### src/rtl/data_mem_arbiter_if.sv
// Bus bundle between the two data-memory requesters, the arbiter and the memory.
// The slave side is the arbiter; the master side is the requesters plus the memory.
interface data_mem_arbiter_if #(
   parameter int ADDR_W = 16,
   parameter int DATA_W = 16
);
   logic              r0_req, r0_we, r0_gnt, r0_rvalid;
   logic [ADDR_W-1:0] r0_addr;
   logic [DATA_W-1:0] r0_wdata, r0_rdata;
   logic              r1_req, r1_we, r1_gnt, r1_rvalid;
   logic [ADDR_W-1:0] r1_addr;
   logic [DATA_W-1:0] r1_wdata, r1_rdata;
   logic [ADDR_W-1:0] mem_access_addr;
   logic [DATA_W-1:0] mem_write_data, mem_read_data;
   logic              mem_write_en, mem_read;

   modport slave (
      input  r0_req, r0_we, r0_addr, r0_wdata, r1_req, r1_we, r1_addr, r1_wdata, mem_read_data,
      output r0_gnt, r0_rvalid, r0_rdata, r1_gnt, r1_rvalid, r1_rdata,
             mem_access_addr, mem_write_data, mem_write_en, mem_read
   );
   modport master (
      output r0_req, r0_we, r0_addr, r0_wdata, r1_req, r1_we, r1_addr, r1_wdata, mem_read_data,
      input  r0_gnt, r0_rvalid, r0_rdata, r1_gnt, r1_rvalid, r1_rdata,
             mem_access_addr, mem_write_data, mem_write_en, mem_read
   );
endinterface

### src/rtl/data_mem_arbiter.sv
// Round-robin, burst-bounded arbiter sharing the single-port data memory between
// the core load/store stage (r0) and the image loader / DMA engine (r1).

// Per-requester read return: captures memory data on a granted read.
module data_mem_arbiter_rport #(
   parameter int DATA_W = 16
) (
   input  logic              clk,
   input  logic              rst_n,
   input  logic              fire,
   input  logic [DATA_W-1:0] din,
   output logic              rvalid,
   output logic [DATA_W-1:0] rdata
);
   always_ff @(posedge clk or negedge rst_n) begin
      if (!rst_n) begin
         rvalid <= 1'b0;
         rdata  <= '0;
      end else begin
         rvalid <= fire;
         if (fire) rdata <= din;
      end
   end
endmodule

module data_mem_arbiter #(
   parameter int ADDR_W    = 16,
   parameter int DATA_W    = 16,
   parameter int MAX_BURST = 4
) (
   input  logic                  clk,
   input  logic                  rst_n,
   data_mem_arbiter_if.slave     bus
);
   localparam logic [3:0] MB = 4'(MAX_BURST);

   typedef enum logic [1:0] {IDLE, OWN0, OWN1} state_t;

   state_t                       state, state_n;
   logic [3:0]                   cnt, cnt_n;
   logic                         rr, rr_n;
   logic [1:0]                   req, we, gnt, rd_fire, rvalid;
   logic [1:0][ADDR_W-1:0]       addr;
   logic [1:0][DATA_W-1:0]       wdata, rdata;
   logic                         gnt_any, gnt_sel, grant_ok, owner;

   assign req   = {bus.r1_req, bus.r0_req};
   assign we    = {bus.r1_we, bus.r0_we};
   assign addr  = {bus.r1_addr, bus.r0_addr};
   assign wdata = {bus.r1_wdata, bus.r0_wdata};

   always_comb begin
      gnt_any = 1'b0;
      gnt_sel = rr;
      owner   = (state == OWN1);
      if (state == IDLE) begin
         gnt_any = |req;
         gnt_sel = (&req) ? rr : req[1];
      end else if (req[owner] && (!req[~owner] || cnt < MB)) begin
         gnt_any = 1'b1;
         gnt_sel = owner;
      end else if (req[~owner]) begin
         gnt_any = 1'b1;
         gnt_sel = ~owner;
      end
   end

   // Gate with rst_n so nothing reaches the memory while reset is asserted,
   // including partway through a cycle.
   assign grant_ok = gnt_any & rst_n;
   assign gnt      = grant_ok ? (2'b01 << gnt_sel) : 2'b00;
   assign rd_fire  = gnt & ~we;

   assign bus.r0_gnt          = gnt[0];
   assign bus.r1_gnt          = gnt[1];
   assign bus.mem_access_addr = grant_ok ? addr[gnt_sel]  : '0;
   assign bus.mem_write_data  = grant_ok ? wdata[gnt_sel] : '0;
   assign bus.mem_write_en    = grant_ok &  we[gnt_sel];
   assign bus.mem_read        = grant_ok & ~we[gnt_sel];

   always_comb begin
      state_n = IDLE;
      cnt_n   = 4'd0;
      rr_n    = rr;
      if (grant_ok) begin
         state_n = gnt_sel ? OWN1 : OWN0;
         rr_n    = ~gnt_sel;
         if (state == IDLE || owner != gnt_sel) cnt_n = 4'd1;
         else                                  cnt_n = (cnt >= MB) ? MB : cnt + 4'd1;
      end
   end

   always_ff @(posedge clk or negedge rst_n) begin
      if (!rst_n) begin
         state <= IDLE;
         cnt   <= 4'd0;
         rr    <= 1'b0;
      end else begin
         state <= state_n;
         cnt   <= cnt_n;
         rr    <= rr_n;
      end
   end

   for (genvar i = 0; i < 2; i++) begin : g_rport
      data_mem_arbiter_rport #(.DATA_W(DATA_W)) u_rport (
         .clk    (clk),
         .rst_n  (rst_n),
         .fire   (rd_fire[i]),
         .din    (bus.mem_read_data),
         .rvalid (rvalid[i]),
         .rdata  (rdata[i])
      );
   end

   assign bus.r0_rvalid = rvalid[0];
   assign bus.r0_rdata  = rdata[0];
   assign bus.r1_rvalid = rvalid[1];
   assign bus.r1_rdata  = rdata[1];
endmodule

### src/flat_wrapper.sv
// flat-port wrapper written by rule: the top's interface ports become plain ports
module data_mem_arbiter_flat 
#(
   parameter int ADDR_W    = 16,
   parameter int DATA_W    = 16,
   parameter int MAX_BURST = 4
)
  (clk, rst_n, bus_r0_req, bus_r0_we, bus_r0_addr, bus_r0_wdata, bus_r1_req, bus_r1_we, bus_r1_addr, bus_r1_wdata, bus_mem_read_data, bus_r0_gnt, bus_r0_rvalid, bus_r0_rdata, bus_r1_gnt, bus_r1_rvalid, bus_r1_rdata, bus_mem_access_addr, bus_mem_write_data, bus_mem_write_en, bus_mem_read);
  data_mem_arbiter_if #(.ADDR_W(ADDR_W), .DATA_W(DATA_W)) bus_i ();
  input  logic clk;
  input  logic rst_n;
  input wire logic [$bits(bus_i.r0_req)-1:0] bus_r0_req;
  input wire logic [$bits(bus_i.r0_we)-1:0] bus_r0_we;
  input wire logic [$bits(bus_i.r0_addr)-1:0] bus_r0_addr;
  input wire logic [$bits(bus_i.r0_wdata)-1:0] bus_r0_wdata;
  input wire logic [$bits(bus_i.r1_req)-1:0] bus_r1_req;
  input wire logic [$bits(bus_i.r1_we)-1:0] bus_r1_we;
  input wire logic [$bits(bus_i.r1_addr)-1:0] bus_r1_addr;
  input wire logic [$bits(bus_i.r1_wdata)-1:0] bus_r1_wdata;
  input wire logic [$bits(bus_i.mem_read_data)-1:0] bus_mem_read_data;
  output wire logic [$bits(bus_i.r0_gnt)-1:0] bus_r0_gnt;
  output wire logic [$bits(bus_i.r0_rvalid)-1:0] bus_r0_rvalid;
  output wire logic [$bits(bus_i.r0_rdata)-1:0] bus_r0_rdata;
  output wire logic [$bits(bus_i.r1_gnt)-1:0] bus_r1_gnt;
  output wire logic [$bits(bus_i.r1_rvalid)-1:0] bus_r1_rvalid;
  output wire logic [$bits(bus_i.r1_rdata)-1:0] bus_r1_rdata;
  output wire logic [$bits(bus_i.mem_access_addr)-1:0] bus_mem_access_addr;
  output wire logic [$bits(bus_i.mem_write_data)-1:0] bus_mem_write_data;
  output wire logic [$bits(bus_i.mem_write_en)-1:0] bus_mem_write_en;
  output wire logic [$bits(bus_i.mem_read)-1:0] bus_mem_read;
  assign bus_i.r0_req = bus_r0_req;
  assign bus_i.r0_we = bus_r0_we;
  assign bus_i.r0_addr = bus_r0_addr;
  assign bus_i.r0_wdata = bus_r0_wdata;
  assign bus_i.r1_req = bus_r1_req;
  assign bus_i.r1_we = bus_r1_we;
  assign bus_i.r1_addr = bus_r1_addr;
  assign bus_i.r1_wdata = bus_r1_wdata;
  assign bus_i.mem_read_data = bus_mem_read_data;
  assign bus_r0_gnt = bus_i.r0_gnt;
  assign bus_r0_rvalid = bus_i.r0_rvalid;
  assign bus_r0_rdata = bus_i.r0_rdata;
  assign bus_r1_gnt = bus_i.r1_gnt;
  assign bus_r1_rvalid = bus_i.r1_rvalid;
  assign bus_r1_rdata = bus_i.r1_rdata;
  assign bus_mem_access_addr = bus_i.mem_access_addr;
  assign bus_mem_write_data = bus_i.mem_write_data;
  assign bus_mem_write_en = bus_i.mem_write_en;
  assign bus_mem_read = bus_i.mem_read;
  data_mem_arbiter #(.ADDR_W(ADDR_W), .DATA_W(DATA_W), .MAX_BURST(MAX_BURST)) u_core (.clk(clk), .rst_n(rst_n), .bus(bus_i));
endmodule
### config.mk
export PLATFORM = sky130hd
export DESIGN_NAME = data_mem_arbiter_flat
export DESIGN_NICKNAME = d
export VERILOG_FILES = /design/src/rtl/data_mem_arbiter_if.sv /design/src/rtl/data_mem_arbiter.sv /design/src/flat_wrapper.sv
export SDC_FILE = /design/constraint.sdc
export NUM_CORES = 1
export LEC_CHECK = 0
export CAP_MARGIN = 20
export CORE_MARGIN = 2
export CORE_UTILIZATION = 55
export DETAILED_ROUTE_END_ITERATION = 7
export DONT_BUFFER_PORTS = 1
export GPL_ROUTABILITY_DRIVEN = 0
export PLACE_DENSITY = 0.73
export SKIP_LAST_GASP = 1
export SYNTH_ARGS = -nofsm -noshare
export SYNTH_HDL_FRONTEND = slang
export SYNTH_SLANG_ARGS = --single-unit
### constraint.sdc
create_clock -name clk -period 2.5 [get_ports clk]
set_clock_uncertainty 0.15 [all_clocks]
set_input_delay 0.5 -clock clk [delete_from_list [all_inputs] [get_ports clk]]
set_output_delay 0.5 -clock clk [all_outputs]
set_load 0.01 [all_outputs]
# Yosys cells after proc, flatten, opt, wreduce, memory -nomap -nowiden
# Index checks and enable logic that the tools add are counted.
totals:
  out_inout_bits: 70
  latchBits: 0
  word_cells: 56
  mem_bits_rw: 0
  mem_count: 0
  inputBits: 86
  reg_bits: 41
  romBits: 0
op_classes:
  shift: 1
  mux: 25
  magnitude_cmp: 5
  eq_ne: 2
  n_mul: 0
  addsub: 1
  div_mod_pow: 0
  bitwise_logic: 8
  n_reduce_logical: 7
ops:
  columns: ["operator", "n"]
  rows:
  - ["2-to-1 mux 16 bit", 6]
  - ["2-to-1 mux 1 bit", 13]
  - ["2-to-1 mux 4 bit", 3]
  - ["< comparator 1 x 2 -> 1 bit (second input constant)", 3]
  - ["2-to-1 mux 2 bit", 3]
  - ["adder 4 x 1 -> 4 bit (second input constant)", 1]
  - ["greater-or-equal comparator 4 x 3 -> 1 bit (second input constant)", 1]
  - ["< comparator 4 x 3 -> 1 bit (second input constant)", 1]
  - ["bitwise AND 1 bit", 3]
  - ["NOT 1 bit", 3]
  - ["bitwise AND 2 bit", 1]
  - ["== test 2 bit (second input constant)", 1]
  - ["zero test 2 bit", 1]
  - ["logical OR 1 bit", 2]
  - ["NOT 2 bit", 1]
  - ["AND reduction 2 bit", 1]
  - ["OR reduction 2 bit", 1]
  - ["<< shifter 1 x 1 -> 2 bit (first input constant)", 1]
  - ["logical AND 1 bit", 1]
  - ["zero test 1 bit", 1]
  - ["!= test 1 bit", 1]

# Longest topological paths before layout
logic_depth:
  ltp_word: 13
  ltp_mapped: 7
  ltp_nobuf: 4

# Modules after synthesis
# A second synthesis with hierarchy kept.
unflattened:
  hier_cells: 230
  area_unflattened_um2: 2348.5
modules_own_cells:
  columns: ["mod", "instances", "cells_each", "seq_area_each_um2", "area_per_inst_um2"]
  rows:
  - ["data_mem_arbiter_rport", 2, 35, 425.4, 674.4]
  - ["data_mem_arbiter", 1, 160, 175.2, 999.7]

# Worst setup path before layout
# No wires, ideal clock.
synth_timing:
  path_kind: "in2out"
  startpoint: "input port bus_r1_req"
  endpoint: "output port bus_mem_read"
  path_buffers: 3
  required_ns: 1.850
  cell_stages: 7
  path_slack_ns: -0.290
  t_arrival_ns: 2.140
  path_cell_list: "or4b_1 and4b_1 buf_6 or4_4 buf_6 buf_6 nand2_1"
synth_via:
  elab_chain_cells: 11
  elab_cells_between_ends: 21
  classes_between: "mux: 13; bitwise: 3; reduce/logical: 5"
synth_lines:
  columns: ["item", "line", "text"]
  rows:
  - ["from (decl)", "flat_wrapper.sv:16", "input wire logic [$bits(bus_i.r1_req)-1:0] bus_r1_req;"]
  - ["2-to-1 mux 1 bit (implied by the code) (2 in a row)", "data_mem_arbiter.sv:59, data_mem_arbiter.sv:62", null]
  - ["zero test 1 bit", "data_mem_arbiter.sv:59", "end else if (req[owner] && (!req[~owner] || cnt < MB)) begin"]
  - ["logical OR 1 bit", "data_mem_arbiter.sv:59", null]
  - ["logical AND 1 bit", "data_mem_arbiter.sv:59", null]
  - ["2-to-1 mux 1 bit", "data_mem_arbiter.sv:59", null]
  - ["2-to-1 mux 1 bit", "data_mem_arbiter.sv:56", "if (state == IDLE) begin"]
  - ["2-to-1 mux 1 bit (implied by the code) (2 in a row)", "data_mem_arbiter.sv:79", "assign bus.mem_read = grant_ok & ~we[gnt_sel];"]
  - ["NOT 1 bit", "data_mem_arbiter.sv:79", null]
  - ["bitwise AND 1 bit *", "data_mem_arbiter.sv:79", null]
  - ["to (decl)", "flat_wrapper.sv:30", "output wire logic [$bits(bus_i.mem_read)-1:0] bus_mem_read;"]
# Mark *: on every way between the ends. The rest lies on a longest branch, timed or not. The select of a mux whose other input is x is not followed.

# Final worst setup path
layout_timing:
  startpoint: "register u_core.state[0]"
  endpoint: "output port bus_mem_write_data[10]"
layout_via:
  elab_chain_cells: 11
  elab_cells_between_ends: 20
  classes_between: "eq/ne: 1; mux: 13; bitwise: 2; reduce/logical: 4"
layout_lines:
  columns: ["item", "line", "text"]
  rows:
  - ["from (decl)", "data_mem_arbiter.sv:39", "state_t state, state_n;"]
  - ["from (signal assigned)", "data_mem_arbiter.sv:99", "state <= state_n;"]
  - ["== test 2 bit", "data_mem_arbiter.sv:55", "owner = (state == OWN1);"]
  - ["2-to-1 mux 1 bit (implied by the code) (2 in a row)", "data_mem_arbiter.sv:59, data_mem_arbiter.sv:62", null]
  - ["zero test 1 bit", "data_mem_arbiter.sv:59", null]
  - ["logical OR 1 bit", "data_mem_arbiter.sv:59", null]
  - ["logical AND 1 bit", "data_mem_arbiter.sv:59", null]
  - ["2-to-1 mux 1 bit", "data_mem_arbiter.sv:59", null]
  - ["2-to-1 mux 1 bit", "data_mem_arbiter.sv:56", null]
  - ["2-to-1 mux 16 bit (implied by the code) (2 in a row)", "data_mem_arbiter.sv:77", "assign bus.mem_write_data = grant_ok ? wdata[gnt_sel] : '0;"]
  - ["2-to-1 mux 16 bit *", "data_mem_arbiter.sv:77", null]
  - ["to (decl)", "flat_wrapper.sv:28", "output wire logic [$bits(bus_i.mem_write_data)-1:0] bus_mem_write_data;"]
# Marked as above.

==> run summary <==
RUN STATUS
--------------------------------------------------------------------------------------
Run status .............................................................. finished, violations left
Violations in the final reports ......................................... setup timing

CELLS AND AREA
--------------------------------------------------------------------------------------
Most common library cell in the layout ignoring fill and taps ........... sky130_fd_sc_hd__dfrtp_1
Antenna fix cells .......................................................            0
Area taken by multi-input logic gates ...................................    1430 um^2
Filler Cell Count .......................................................          257
Non-Filler Instances ....................................................          300
Fraction of final layout cells sized beyond drive strength 1 ............        0.580
Final layout net count ..................................................          336
Most frequent cells in the layout ....................................... 41 x sky130_fd_sc_hd__dfrtp_1, 27 x sky130_fd_sc_hd__nand3_2, 26 x sky130_fd_sc_hd__a21oi_2
Post-layout utilization of the core .....................................        0.772
Area delta synth->final .................................................        37.0%
Area of all sequential standard cells ...................................    1030 um^2

POWER AND IR DROP
--------------------------------------------------------------------------------------
Leakage .................................................................      1.28 nW
Power per standard cell area ............................................  806 nW/um^2
Final Total Pwr .........................................................      2.45 mW
VDD IR-drop max .........................................................   0.000520 V

SYNTH
--------------------------------------------------------------------------------------
Gate count after technology mapping .....................................          227
Avg Cell Area, Syn ......................................................    9.78 um^2
Top_reg_cell synth ...................................................... sky130_fd_sc_hd__dfrtp_1
Number of enable flip-flop cells after synthesis ........................            0
Library cell with the largest summed area after synthesis ............... sky130_fd_sc_hd__dfrtp_1
Sequential share of the synthesized area ................................        0.462
Portion of synthesized cell area occupied by the leading cell type ......        0.462
Number of synthesis warnings ............................................            0
Yosys reg bits ..........................................................           41
Number of nets produced by synthesis ....................................          314
Yosys cell types ........................................................           25
Top cells by area in the synthesized netlist ............................ sky130_fd_sc_hd__dfrtp_1 46%, sky130_fd_sc_hd__mux2_2 12%, sky130_fd_sc_hd__o21ai_0 7.9%, sky130_fd_sc_hd__a21oi_1 7.7%, sky130_fd_sc_hd__nand3_1 7.7%
Area of the mapped netlist ..............................................    2220 um^2
Share of flip-flops with an asynchronous set or reset ...................         1.00

GLOBAL ROUTE
--------------------------------------------------------------------------------------
Maximum number of pins on one net before global-route repair ............           42
Via count of the first global-routing pass ..............................         1666
Total Routing Usage GR ..................................................        0.248
First-pass GRT wire length ..............................................      8330 um
Leftover overflow at the end of global routing ..........................            0
Initial antenna violation count .........................................            0

PLACEMENT
--------------------------------------------------------------------------------------
I/O Buffers .............................................................            0
Total instance count after detailed placement ...........................          279
DP Wirelength ...........................................................      3810 um

MIN PATH
--------------------------------------------------------------------------------------
Worst hold path startpoint .............................................. bus_mem_read_data[12]
Path type of the worst min-delay path ................................... primary input to flip-flop

SETUP PATH
--------------------------------------------------------------------------------------
Data required time of the critical path .................................      1.85 ns
Slowest cell on the critical path ....................................... sky130_fd_sc_hd__or4b_4
Critical Setup Path Class ............................................... flip-flop to output pin
Cell family contributing the most delay on the critical path ............ simple AND/OR/NAND/NOR gates
CP max FO ...............................................................           20
CP bufs+invs ............................................................            2
Worst path arrival time .................................................      2.08 ns
Crit path cell chain .................................................... or4b_4, and4b_1, buf_4, o21ai_0, a21oi_1, buf_4
Reg-to-Reg Start ........................................................ u_core.state[0]
Worst path max stage delay ..............................................      0.54 ns
Endpoint class of the critical path .....................................   output pin
Launching element type of the critical path .............................    flip-flop
Worst setup startpoint .................................................. u_core.state[0]
Cell repeated most along the worst path ................................. sky130_fd_sc_hd__buf_4

TIMING
--------------------------------------------------------------------------------------
Final hold vios .........................................................            0
Worst setup slack after layout ..........................................    -0.228 ns
Highest achievable clock rate ...........................................      367 MHz
Unrepaired setup endpoints after global routing .........................          yes
Final-layout setup total negative slack .................................     -5.80 ns
Tmin final ..............................................................      2.73 ns
Final worst-path cycle share ............................................         1.09
Final number of setup-violating endpoints ...............................           38
Fin. max-slew vios ......................................................            0

CLOCKING
--------------------------------------------------------------------------------------
TritonCTS Sinks .........................................................           41
Clock tree from TritonCTS ...............................................        built
Library cell used as clock root buffer .................................. sky130_fd_sc_hd__clkbuf_8
Latest clock arrival within the worst-skew pair .........................      0.28 ns
Clock slew at the register clock pins of the worst setup and hold paths .      0.08 ns
Number of CTS-inserted buffers ..........................................            5
Worst-case clock buffer depth ...........................................            2
Number of levels the H-tree was split into ..............................            2

DIE
--------------------------------------------------------------------------------------
Number of primary I/O pins ..............................................          156
Area enclosed by the die boundary .......................................    4560 um^2
Floorplan Core Area .....................................................    3940 um^2
Die boundary height .....................................................      67.5 um
X dimension of the die ..................................................      67.5 um
Number of placement rows ................................................           23
Starting density of the core ............................................        0.563

FLOW RUN
--------------------------------------------------------------------------------------
Maxcap violations .......................................................            0

ROUTING
--------------------------------------------------------------------------------------
Detail-routed net length per standard cell ..............................      21.6 um
Count of unresolved DRC violations after routing ........................            0
DR vias .................................................................         1936
Total Wirelength ........................................................      6480 um
1st-pass router iterations ..............................................            4
Post-DR vias/cell .......................................................         6.45
Number of nets still failing antenna checks after routing ...............            0
1st-iter DRT viols ......................................................          142

## cell type report
type / count / area share
Timing Repair Buffer: 35 / 0.142
Clock inverter: 2 / 0.00329
Inverter: 3 / 0.00370
Clock buffer: 6 / 0.0239
Multi-Input combinational cell: 163 / 0.470
Sequential cell: 41 / 0.337
Tap cell: 50 / 0.0206
## power by group
part           total [mW]  switching [mW]  internal (mW)
combinational       0.922           0.458          0.465
clock               0.400           0.207          0.193
sequential           1.13           0.250          0.879
total                2.45           0.914           1.54
## metrics by stage
step	hold slack [ns]	cell area, um^2	setup slack (ns)
after floorplan	0.0544	2230	-0.226
after global placement	0.0553	2400	0.0318
after detailed placement	0.0554	2400	0.00586
after CTS	0.204	2990	-0.235
after global routing	0.190	3040	-0.336
final	0.208	3040	-0.228
## state kept, by name (all words and copies together), names as in the netlist
register                       flops
u_core.g_rport.u_rport.rdata      32
u_core.cnt                         4
u_core.g_rport.u_rport.rvalid      2
u_core.state                       2
u_core.rr                          1
## routing by layer
| metal | routed length [um] | global-route usage | share of wire |
|---|---|---|---|
| met4 | 6 | 0.0255 | 0.00093 |
| met3 | 521 | 0.0733 | 0.080 |
| met2 | 3310 | 0.393 | 0.51 |
| met5 | 0 | 0 | 0 |
| met1 | 2640 | 0.347 | 0.41 |
## kinds of logic (layout without fill, tap and decap cells)
logic type / count (synthesis) / in the layout / synth area share
AOI/OAI and AO/OA: 75 / 75 / 0.176
and+or+nand+nor: 53 / 53 / 0.124
DFF: 41 / 41 / 0.462
muxes: 33 / 33 / 0.180
buffers and inverters: 23 / 46 / 0.0496
adders and majority gates: 1 / 1 / 0.00564
other: 1 / 1 / 0.00169
## what timing repair did
item / in CTS / in global routing
endpoints found under the hold margin: 41 / 0
hold buffers: 2 / 0
pin swaps: 45 / 8
setup buffers: 7 / 1
endpoints found under the setup margin: 36 / 65
gates resized for setup: 82 / 25
gates cloned: 5 / 0
## Yosys cell counts, types with 2 or more instances
master / n
sky130_fd_sc_hd__nor2b_1: 2
sky130_fd_sc_hd__nand2_1: 2
sky130_fd_sc_hd__o21ai_0: 35
sky130_fd_sc_hd__dfrtp_1: 41
sky130_fd_sc_hd__a21oi_1: 34
sky130_fd_sc_hd__nor3_1: 3
sky130_fd_sc_hd__clkbuf_1: 16
sky130_fd_sc_hd__inv_1: 3
sky130_fd_sc_hd__nor2_1: 8
sky130_fd_sc_hd__mux2_4: 8
sky130_fd_sc_hd__mux2_2: 24
sky130_fd_sc_hd__o21a_1: 3
sky130_fd_sc_hd__nand3_1: 34
sky130_fd_sc_hd__buf_6: 3
## final timing paths
path / depth (start not counted) / to / slack, ns
max: 6 / bus_mem_write_data[10] / -0.23
min: 1 / u_core.g_rport[1].u_rport.rdata[12] / 0.21
max reg2reg: 6 / u_core.g_rport[1].u_rport.rdata[8] / -0.02
min reg2reg: 2 / u_core.rr / 0.42
max in group asynchronous: 2 / u_core.g_rport[1].u_rport.rdata[6] / 1.46
min in group asynchronous: 2 / u_core.g_rport[1].u_rport.rdata[13] / 0.54
Power figures use the tool's default switching activity.
